## config.mk

```make
export PLATFORM = sky130hd
export DESIGN_NAME = branch_redirect_unit
export DESIGN_NICKNAME = d
export VERILOG_FILES = /design/src/rtl/branch_redirect_unit_pkg.sv /design/src/rtl/branch_redirect_unit_btb_table.sv /design/src/rtl/branch_redirect_unit.sv
export SDC_FILE = /design/constraint.sdc
export NUM_CORES = 1
export LEC_CHECK = 0
export BUFFER_PORTS_ARGS = -buffer_cell sky130_fd_sc_hd__buf_2
export CORE_UTILIZATION = 40
export CTS_CLUSTER_SIZE = 10
export DETAILED_ROUTE_END_ITERATION = 8
export PLACE_DENSITY = 0.53
export SLEW_MARGIN = 20
export SYNTH_ARGS = -nofsm -noshare
export SYNTH_HDL_FRONTEND = slang
export SYNTH_SLANG_ARGS = --single-unit
```

## constraint.sdc

```tcl
create_clock -name clk -period 18.2 [get_ports clk]
set_input_delay 1.82 -clock clk [delete_from_list [all_inputs] [get_ports clk]]
set_output_delay 1.82 -clock clk [all_outputs]
set_load 0.05 [all_outputs]
```

## src/rtl/branch_redirect_unit_pkg.sv

```systemverilog
// Shared definitions for the branch redirect unit: 2-bit counter states and
// saturating counter helpers.
// Optional feature macro: BPU_PERF_CNT_EN (default off). When defined, the top
// module gains perf_ctrl / perf_mispred event counters.
package branch_redirect_unit_pkg;

    // Counter states: strongly/weakly not-taken, weakly/strongly taken
    localparam logic [1:0] SNT = 2'b00;
    localparam logic [1:0] WNT = 2'b01;
    localparam logic [1:0] WT  = 2'b10;
    localparam logic [1:0] ST  = 2'b11;

    function automatic logic [1:0] sat_inc(input logic [1:0] cnt);
        return (cnt == ST) ? ST : cnt + 2'b01;
    endfunction

    function automatic logic [1:0] sat_dec(input logic [1:0] cnt);
        return (cnt == SNT) ? SNT : cnt - 2'b01;
    endfunction

endpackage

```

## src/rtl/branch_redirect_unit_btb_table.sv

```systemverilog
// Direct-mapped BTB storage. Holds valid/tag/target/counter per entry.
// Two combinational read ports (IF lookup, resolve-stage lookup) and a single
// full-entry write port that takes effect at the next clock edge.
module btb_table
    import branch_redirect_unit_pkg::*;
#(
    parameter int         WORD_W   = 16,
    parameter int         ENTRIES  = 16,
    parameter int         IDX_W    = $clog2(ENTRIES),
    parameter logic [1:0] CNT_INIT = WNT
) (
    input  logic                    clk,
    input  logic                    reset,
    // IF lookup port
    input  logic [IDX_W-1:0]        lk_idx,
    output logic                    lk_valid,
    output logic [WORD_W-IDX_W-1:0] lk_tag,
    output logic [WORD_W-1:0]       lk_target,
    output logic                    lk_cnt_hi,
    // Resolve-stage lookup port
    input  logic [IDX_W-1:0]        rs_idx,
    output logic                    rs_valid,
    output logic [WORD_W-IDX_W-1:0] rs_tag,
    output logic [WORD_W-1:0]       rs_target,
    output logic [1:0]              rs_cnt,
    // Write port
    input  logic                    wr_en,
    input  logic [IDX_W-1:0]        wr_idx,
    input  logic                    wr_valid,
    input  logic [WORD_W-IDX_W-1:0] wr_tag,
    input  logic [WORD_W-1:0]       wr_target,
    input  logic [1:0]              wr_cnt
);

    localparam int TAG_W = WORD_W - IDX_W;

    logic              valid_q  [ENTRIES];
    logic              valid_d  [ENTRIES];
    logic [TAG_W-1:0]  tag_q    [ENTRIES];
    logic [TAG_W-1:0]  tag_d    [ENTRIES];
    logic [WORD_W-1:0] target_q [ENTRIES];
    logic [WORD_W-1:0] target_d [ENTRIES];
    logic [1:0]        cnt_q    [ENTRIES];
    logic [1:0]        cnt_d    [ENTRIES];

    // Read ports return the current (pre-write) contents
    always_comb begin
        lk_valid  = valid_q[lk_idx];
        lk_tag    = tag_q[lk_idx];
        lk_target = target_q[lk_idx];
        lk_cnt_hi = cnt_q[lk_idx][1];
        rs_valid  = valid_q[rs_idx];
        rs_tag    = tag_q[rs_idx];
        rs_target = target_q[rs_idx];
        rs_cnt    = cnt_q[rs_idx];
    end

    // Next-state: hold everything, overwrite the addressed entry on a write
    always_comb begin
        valid_d  = valid_q;
        tag_d    = tag_q;
        target_d = target_q;
        cnt_d    = cnt_q;
        if (wr_en) begin
            valid_d[wr_idx]  = wr_valid;
            tag_d[wr_idx]    = wr_tag;
            target_d[wr_idx] = wr_target;
            cnt_d[wr_idx]    = wr_cnt;
        end
    end

    // Storage registers; reset invalidates all entries and re-seeds counters
    always_ff @(posedge clk or posedge reset) begin
        if (reset) begin
            for (int i = 0; i < ENTRIES; i++) begin
                valid_q[i]  <= 1'b0;
                tag_q[i]    <= '0;
                target_q[i] <= '0;
                cnt_q[i]    <= CNT_INIT;
            end
        end else begin
            valid_q  <= valid_d;
            tag_q    <= tag_d;
            target_q <= target_d;
            cnt_q    <= cnt_d;
        end
    end

endmodule

```

## src/rtl/branch_redirect_unit.sv

```systemverilog
// Branch redirect unit: BTB-based next-PC prediction for IF, misprediction
// detection and table training for the resolve stage.
// Optional feature macro: BPU_PERF_CNT_EN (default off) adds perf_ctrl and
// perf_mispred 32-bit event counters.
module branch_redirect_unit
    import branch_redirect_unit_pkg::*;
#(
    parameter int         WORD_W   = 16,
    parameter int         ENTRIES  = 16,
    parameter int         IDX_W    = $clog2(ENTRIES),
    parameter logic [1:0] CNT_INIT = 2'b01
) (
    input  logic              clk,
    input  logic              reset,
    input  logic [WORD_W-1:0] if_pc,
    output logic [WORD_W-1:0] pred_pc,
    output logic              pred_taken,
    input  logic              res_valid,
    input  logic              res_is_ctrl,
    input  logic [WORD_W-1:0] res_pc,
    input  logic [WORD_W-1:0] res_pred_next,
    input  logic [WORD_W-1:0] res_actual_next,
    output logic              redirect,
    output logic [WORD_W-1:0] redirect_pc
`ifdef BPU_PERF_CNT_EN
    ,
    output logic [31:0]       perf_ctrl,
    output logic [31:0]       perf_mispred
`endif
);

    localparam int TAG_W = WORD_W - IDX_W;
    localparam logic [WORD_W-1:0] PC_STEP = {{(WORD_W-1){1'b0}}, 1'b1};

    logic              lk_valid;
    logic [TAG_W-1:0]  lk_tag;
    logic [WORD_W-1:0] lk_target;
    logic              lk_cnt_hi;
    logic              rs_valid;
    logic [TAG_W-1:0]  rs_tag;
    logic [WORD_W-1:0] rs_target;
    logic [1:0]        rs_cnt;

    logic              wr_en;
    logic              wr_valid;
    logic [TAG_W-1:0]  wr_tag;
    logic [WORD_W-1:0] wr_target;
    logic [1:0]        wr_cnt;

    logic              res_hit;
    logic              res_taken;

    btb_table #(
        .WORD_W   (WORD_W),
        .ENTRIES  (ENTRIES),
        .IDX_W    (IDX_W),
        .CNT_INIT (CNT_INIT)
    ) u_btb (
        .clk       (clk),
        .reset     (reset),
        .lk_idx    (if_pc[IDX_W-1:0]),
        .lk_valid  (lk_valid),
        .lk_tag    (lk_tag),
        .lk_target (lk_target),
        .lk_cnt_hi (lk_cnt_hi),
        .rs_idx    (res_pc[IDX_W-1:0]),
        .rs_valid  (rs_valid),
        .rs_tag    (rs_tag),
        .rs_target (rs_target),
        .rs_cnt    (rs_cnt),
        .wr_en     (wr_en),
        .wr_idx    (res_pc[IDX_W-1:0]),
        .wr_valid  (wr_valid),
        .wr_tag    (wr_tag),
        .wr_target (wr_target),
        .wr_cnt    (wr_cnt)
    );

    // IF prediction: take the stored target only on a hit with a taken-leaning counter
    always_comb begin
        pred_taken = lk_valid && (lk_tag == if_pc[WORD_W-1:IDX_W]) && lk_cnt_hi;
        pred_pc    = pred_taken ? lk_target : if_pc + PC_STEP;
    end

    // Redirect whenever the fetched successor differs from the real one, branch or not
    always_comb begin
        redirect    = res_valid && (res_pred_next != res_actual_next);
        redirect_pc = redirect ? res_actual_next : '0;
    end

    // Training decision: retarget/strengthen, allocate, weaken, or kill a stale alias
    always_comb begin
        res_hit   = rs_valid && (rs_tag == res_pc[WORD_W-1:IDX_W]);
        res_taken = (res_actual_next != res_pc + PC_STEP);
        wr_en     = 1'b0;
        wr_valid  = rs_valid;
        wr_tag    = rs_tag;
        wr_target = rs_target;
        wr_cnt    = rs_cnt;
        if (res_valid) begin
            if (res_is_ctrl) begin
                if (res_taken) begin
                    wr_en     = 1'b1;
                    wr_target = res_actual_next;
                    if (res_hit) begin
                        wr_cnt = sat_inc(rs_cnt);
                    end else begin
                        wr_valid = 1'b1;
                        wr_tag   = res_pc[WORD_W-1:IDX_W];
                        wr_cnt   = WT;
                    end
                end else if (res_hit) begin
                    wr_en  = 1'b1;
                    wr_cnt = sat_dec(rs_cnt);
                end
            end else if (res_hit) begin
                wr_en    = 1'b1;
                wr_valid = 1'b0;
            end
        end
    end

`ifdef BPU_PERF_CNT_EN
    logic [31:0] perf_ctrl_q;
    logic [31:0] perf_ctrl_d;
    logic [31:0] perf_mispred_q;
    logic [31:0] perf_mispred_d;

    // Event counters: resolved control instructions and raised redirects
    always_comb begin
        perf_ctrl_d    = perf_ctrl_q + {31'd0, (res_valid && res_is_ctrl)};
        perf_mispred_d = perf_mispred_q + {31'd0, redirect};
    end

    // Counter registers, wrapping naturally at 2^32
    always_ff @(posedge clk or posedge reset) begin
        if (reset) begin
            perf_ctrl_q    <= '0;
            perf_mispred_q <= '0;
        end else begin
            perf_ctrl_q    <= perf_ctrl_d;
            perf_mispred_q <= perf_mispred_d;
        end
    end

    assign perf_ctrl    = perf_ctrl_q;
    assign perf_mispred = perf_mispred_q;
`endif

endmodule
```

-- Word-level counts from Yosys, hierarchy flattened
Cells that the tools add are included.
- add/subtract/negate cells: 4
- order comparisons: 3
- equality and inequality tests: 5
- multiplexer cells: 61
- bitwise logic cells: 2
- reductions and logical operators: 6
- operators by type and width (cell ; number):
    256-bit bitwise mux ; 1
    192-bit bitwise mux ; 1
    16-bit two-way mux ; 10
    16-bit binary-select mux with 4-bit select ; 2
    12-bit two-way mux ; 9
    12-bit binary-select mux with 4-bit select ; 2
    16-bit demux with 4-bit select ; 1
    12-bit demux with 4-bit select ; 1
    16-bit by 1-bit adder with 16-bit output (second input constant) ; 2
    32-bit bitwise mux ; 1
    16-bit != test ; 2
    12-bit == test ; 2
    2-bit two-way mux ; 12
    2-bit binary-select mux with 4-bit select ; 2
    16-bit bitwise mux ; 1
    1-bit two-way mux ; 14
    5-bit greater-or-equal comparator (second input constant) ; 2
    4-bit inverter with 5-bit output ; 2
    1-bit binary-select mux with 4-bit select ; 2
    2-bit demux with 4-bit select ; 1
    1-bit logical AND ; 5
    5-bit by 1-bit < comparator with 1-bit output (second input constant) ; 1
    1-bit demux with 4-bit select ; 1
    2-bit by 1-bit adder with 2-bit output (second input constant) ; 1
    3 further kinds ; 3
- flip-flop bits (word level): 496
- input bits: 68
- output and inout bits: 34

-- Logic depth before layout (Yosys ltp)
- depth after elaboration: 11
- mapped depth: 16

-- By module
From an unflattened synthesis, not the netlist that was laid out.
- cell total of the unflattened synthesis: 1912
- area total of the unflattened synthesis: 27820.4 um^2
- modules (own cells, without submodules) (module ; times used ; cells each ; area an instance (um^2)):
    btb_table ; 1 ; 1610 ; 25589.5
    branch_redirect_unit ; 1 ; 302 ; 2230.9

-- Least setup slack after synthesis
OpenSTA, ideal clock, no wires.
- path type: input to output
- from: input port if_pc[0]
- to: output port pred_pc[0]
- arrival: 5.348 ns
- path slack: 11.032 ns
- stages: 13
- buffers on the path: 6
- cells stage by stage: buf_2 -> buf_2 -> buf_2 -> buf_2 -> clkbuf_1 -> mux4_2 -> mux2i_1 -> xor2_1 -> nand3_1 -> o31ai_1 -> nand4b_1 -> buf_2 -> mux2i_1
- cells in the longest elaborated chain, start to end: 8
- elaborated cells on any way between the ends: 18
- classes of those cells: add/sub (1); eq/ne (1); mux (13); bitwise (1); reduce/logical (2)
- ends and longest elaborated chain (what ; line ; source):
    start: declaration ; branch_redirect_unit.sv:15 ; input logic [WORD_W-1:0] if_pc,
    4-bit inverter with 5-bit output (not written as such) ; - ;
    12-bit binary-select mux with 4-bit select ; branch_redirect_unit_btb_table.sv:49 ; lk_tag = tag_q[lk_idx];
    12-bit two-way mux (not written as such) (2 in a row) ; branch_redirect_unit_btb_table.sv:49 ;
    12-bit == test ; branch_redirect_unit.sv:81 ; pred_taken = lk_valid && (lk_tag == if_pc[WORD_W-1:IDX_W]) && lk_cnt_hi;
    1-bit logical AND (2 in a row) ; branch_redirect_unit.sv:81 ;
    16-bit two-way mux (*) ; branch_redirect_unit.sv:82 ; pred_pc = pred_taken ? lk_target : if_pc + PC_STEP;
    end: declaration ; branch_redirect_unit.sv:16 ; output logic [WORD_W-1:0] pred_pc,
Every way passes the cells marked *; elsewhere a longest branch is shown, timed or not. The select of a mux whose other input is x is not followed.

-- Final worst setup path
- from: input port if_pc[0]
- to: output port pred_pc[15]
Same word-level chain as after synthesis.

==> parameters.txt <==
Parameter                              Value

Power
  Clock network fraction of total power    34.5%
  Gate power share    between 20% and 30%
  Fraction of power spent switching nets    between 20 and 30%
  Worst-case vdd ir drop    about 0.00007 V
  Part of the power in registers    44.7%
  Leakage dissipation    0.0138 uW
  Internal Dissipation    2250 uW
  Sw Pwr    903 uW
  Power density relative to cell area    around 100 mW/mm^2

Global routing
  Via count of the first global-routing pass    approximately 18000
  Number of antenna violations at the first check in global routing    7
  Wire length of the first global-routing pass    around 130000 microns
  Global-route usage over all layers    25.0%
  Final global-route overflow total    0
  Largest net degree at the start of global routing    101

Clocking
  CTS sink count    496
  # hold bufs at CTS    0
  Clock slew at the register clock pins of the worst setup and hold paths    about 0.050 ns
  Clock Latency Late Sink    0.63 ns
  Clock Root Buffer    clkbuf_16
  Number of clock buffers inserted by TritonCTS    58
  Number of gates given a new drive strength after cts    0
  Total number of H-tree levels    2
  Clock buffer depth    3
  Clock tree from TritonCTS    yes
  Setup bufs post-CTS    0

Floorplan
  Vert. Die Dim    269 microns
  Area inside the core boundary    0.0701 sq mm
  Initial core utilization    40.6%
  X dimension of the die    between 200 and 300 microns
  Placement Rows    slightly below 100
  Top-level port count    102
  DIE AREA    0.0722 sq mm

Finish
  Number of standard cells in the layout, taps in and fillers out    between 2000 and 3000
  Synth-to-Final Area Change    10.4%
  Multi-input combinational cell area    0.0152 sq mm
  Most common cell after layout, fill and taps aside    mux2_2
  Number of inserted filler cells in the final layout    6375
  Final-stage net count    approximately 2000
  Highest-count cells in the layout ignoring fill and taps    mux2_2 (483), dfrtp_1 (480), mux4_2 (256)
  Sequential Area    ~0.012 sq mm
  Layout cells sized above 1    50.0%
  Post-Route Utilization    between 40% and 50%

Critical path
  Destination of the worst register-to-register timing path    u_btb.cnt_q[17]
  Arrival time of the worst setup path    6.98 ns
  Element type at the critical path end    output port
  Source of the worst register-to-register timing path    u_btb.tag_q[17]
  Crit path max fanout    48
  Worst setup path category    primary input to output port
  Worst setup slack for register-to-register paths    13.47 ns
  Number of cells on the worst reg-to-reg path    11
  Kind of start point of the critical path    primary input
  Required time at the endpoint of the critical path    16.38 ns

Outcome
  Outcome    finished, final reports clean

Synth
  Ys Warns    0
  FF+latch count, synth    496
  Mapped Cells    1944
  Share of synthesized area occupied by flip-flops and latches    43.7%
  Netlist area before placement    0.0284 sq mm
  Synth Area per Inst    around 15 sq um
  Ys async rst share    100%
  Number of enable-type register cells in the synthesized netlist    0
  Synthesized netlist net count    2017
  Cell variety after synth    roughly 70
  Top_reg_cell synth    dfrtp_1

Routing
  Number of DRC violations after detailed routing    0
  Aggregate routed wire length    87600 microns
  Mean routed wirelength per cell    between 20 and 30 microns
  Count of antenna-violating nets left after detailed routing    0
  Via-per-instance ratio    6.11
  Routed via count    17900
  Starting DRT DRC Count    1286
  First-pass DRT Iterations    5

Run
  Count of max-cap constraint violations    0

Placement
  Number of buffers inserted by port buffering    101
  Final estimated routing congestion in global placement    0.832
  Worst slack, placed    8.76 ns
  Half-perimeter wire length of the detailed placement result    53100 microns
  Number of placed instances with taps included    2840

Worst hold path
  End of the worst hold path    u_btb.cnt_q[14]
  Instance count along the most critical hold path    2
  Launch point of the worst hold path    u_btb.cnt_q[14]
  Class of the worst hold path    flip-flop to flip-flop

Timing
  Worst path setup slack after routing    9.40 ns
  Setup violation total in the final timing report    0
  Max-slew violation count    0
  Highest Clock Rate    0.114 GHz
  Worst Max-Slew Pin Slew    1.01 ns
  Post-route setup TNS    0 ns
  Ratio of final minimum period to clock period    48.4%
  Minimum clock period    8.80 ns
  Final Hold Violating Endpoints    0
  Setup repair after global routing missed its margin    no
  Final clock skew    0.0214 ns
  Slew margin rel.    32.6%
through the flow:
step	hold slack, ns	instance area (sq um)	power (uW)
finish	0.471	31400	3160
global route	0.481	31400	3300
floorplan	0.442	28400	1900
global placement	0.451	29700	2070
CTS	0.471	31400	3180
detailed placement	0.461	29700	2090
power by group through the flow:
stage	Sequential, uW	Combinational, uW	Clock [uW]
2_1_floorplan	1380	518	0
3_3_place_gp	1420	648	0
3_5_place_dp	1430	660	0
4_1_cts	1410	662	1110
5_1_grt	1430	711	1160
6_report	1410	658	1090
worst max-delay path, stage by stage:
cell and delay, ns:
clkbuf_8 0.37, buf_4 0.77, buf_4 0.89, mux4_2 0.59
nor2b_1 0.14, a211oi_1 0.24, a21oi_1 0.08, xor2_1 0.21
nor4_1 0.29, and4b_1 0.23, nand4b_1 0.41, buf_8 0.34
mux2_2 0.29, buf_2 0.21
per-layer routing:
| metal | global-route usage, % | share of wire, % | wire length (microns) | vias to the layer above |
|---|---|---|---|---|
| met3 | 6.58 | 7.4 | 6510 | 116 |
| met5 | 0 | 0 | 0 | - |
| met2 | 38.2 | 46 | 39900 | 554 |
| met4 | 6.91 | 2.5 | 2220 | 0 |
| met1 | 35.0 | 45 | 39000 | 9727 |
| li1 | - | - | - | 7503 |
worst max-delay path by stage:
stage | start | endpoint | slack [ns] | cells after the start
finish | if_pc[0] | pred_pc[15] | 9.40 | 14
global route | if_pc[0] | pred_pc[15] | 8.95 | 14
CTS | if_pc[0] | pred_pc[15] | 8.76 | 13
detailed placement | if_pc[0] | pred_pc[15] | 8.76 | 13
global placement | if_pc[0] | pred_pc[3] | 8.89 | 13
floorplan | reset | u_btb.cnt_q[11] | 2.56 | 1
registers in the layout (all words and copies together) (netlist names):
register / cells
u_btb.target_q: 256
u_btb.tag_q: 192
u_btb.cnt_q: 32
u_btb.valid_q: 16
cells in the mapped netlist, types with 3 or more instances:
cell	instances	share of area (%)
and3_1	6	0.13
a31oi_1	6	0.13
and2_1	23	0.51
o31ai_1	12	0.32
o21ai_0	18	0.32
nor4_1	11	0.24
inv_1	16	0.21
nand4_1	8	0.18
o211ai_1	3	0.079
a21oi_1	17	0.30
ha_1	5	0.22
a211oi_1	9	0.24
nand3_1	31	0.55
nand3b_4	4	0.28
mux2i_1	62	2.2
a21o_1	3	0.079
mux2_1	42	1.7
xor2_1	27	0.83
xnor2_1	46	1.4
nand2_1	42	0.55
buf_1	17	0.22
nor3_2	4	0.14
buf_2	63	1.1
nor3_1	7	0.12
a221oi_1	5	0.15
dfrtp_1	480	42
mux4_2	256	20
dfstp_2	16	1.5
nor2_1	36	0.48
a22oi_1	17	0.45
buf_4	29	0.77
nor2b_1	18	0.40
mux2_2	483	19
a22o_1	3	0.092
clkbuf_1	70	0.92
kinds of logic after synthesis:
group	count (synthesis)	share of synthesized area, %
multiplexers	843	43.2
XOR/XNOR	73	2.25
buffers and inverters	197	3.29
AO/OA/AOI/OAI	114	2.93
AND/OR/NAND/NOR	215	4.35
adder cells (fa/ha/maj)	6	0.255
flip-flops	496	43.7
area by class of cell:
cell class              instances  share of cell area, %
inverters                      17                  0.227
diodes                          2                 0.0159
repair buffers                137                   2.62
multi-input cells            1251                   48.4
flip-flops and latches        496                   39.6
clock inverters                 3                  0.219
clock buffers                  83                   5.21
well taps                     940                   3.75
(Power assumes the default switching activity.)
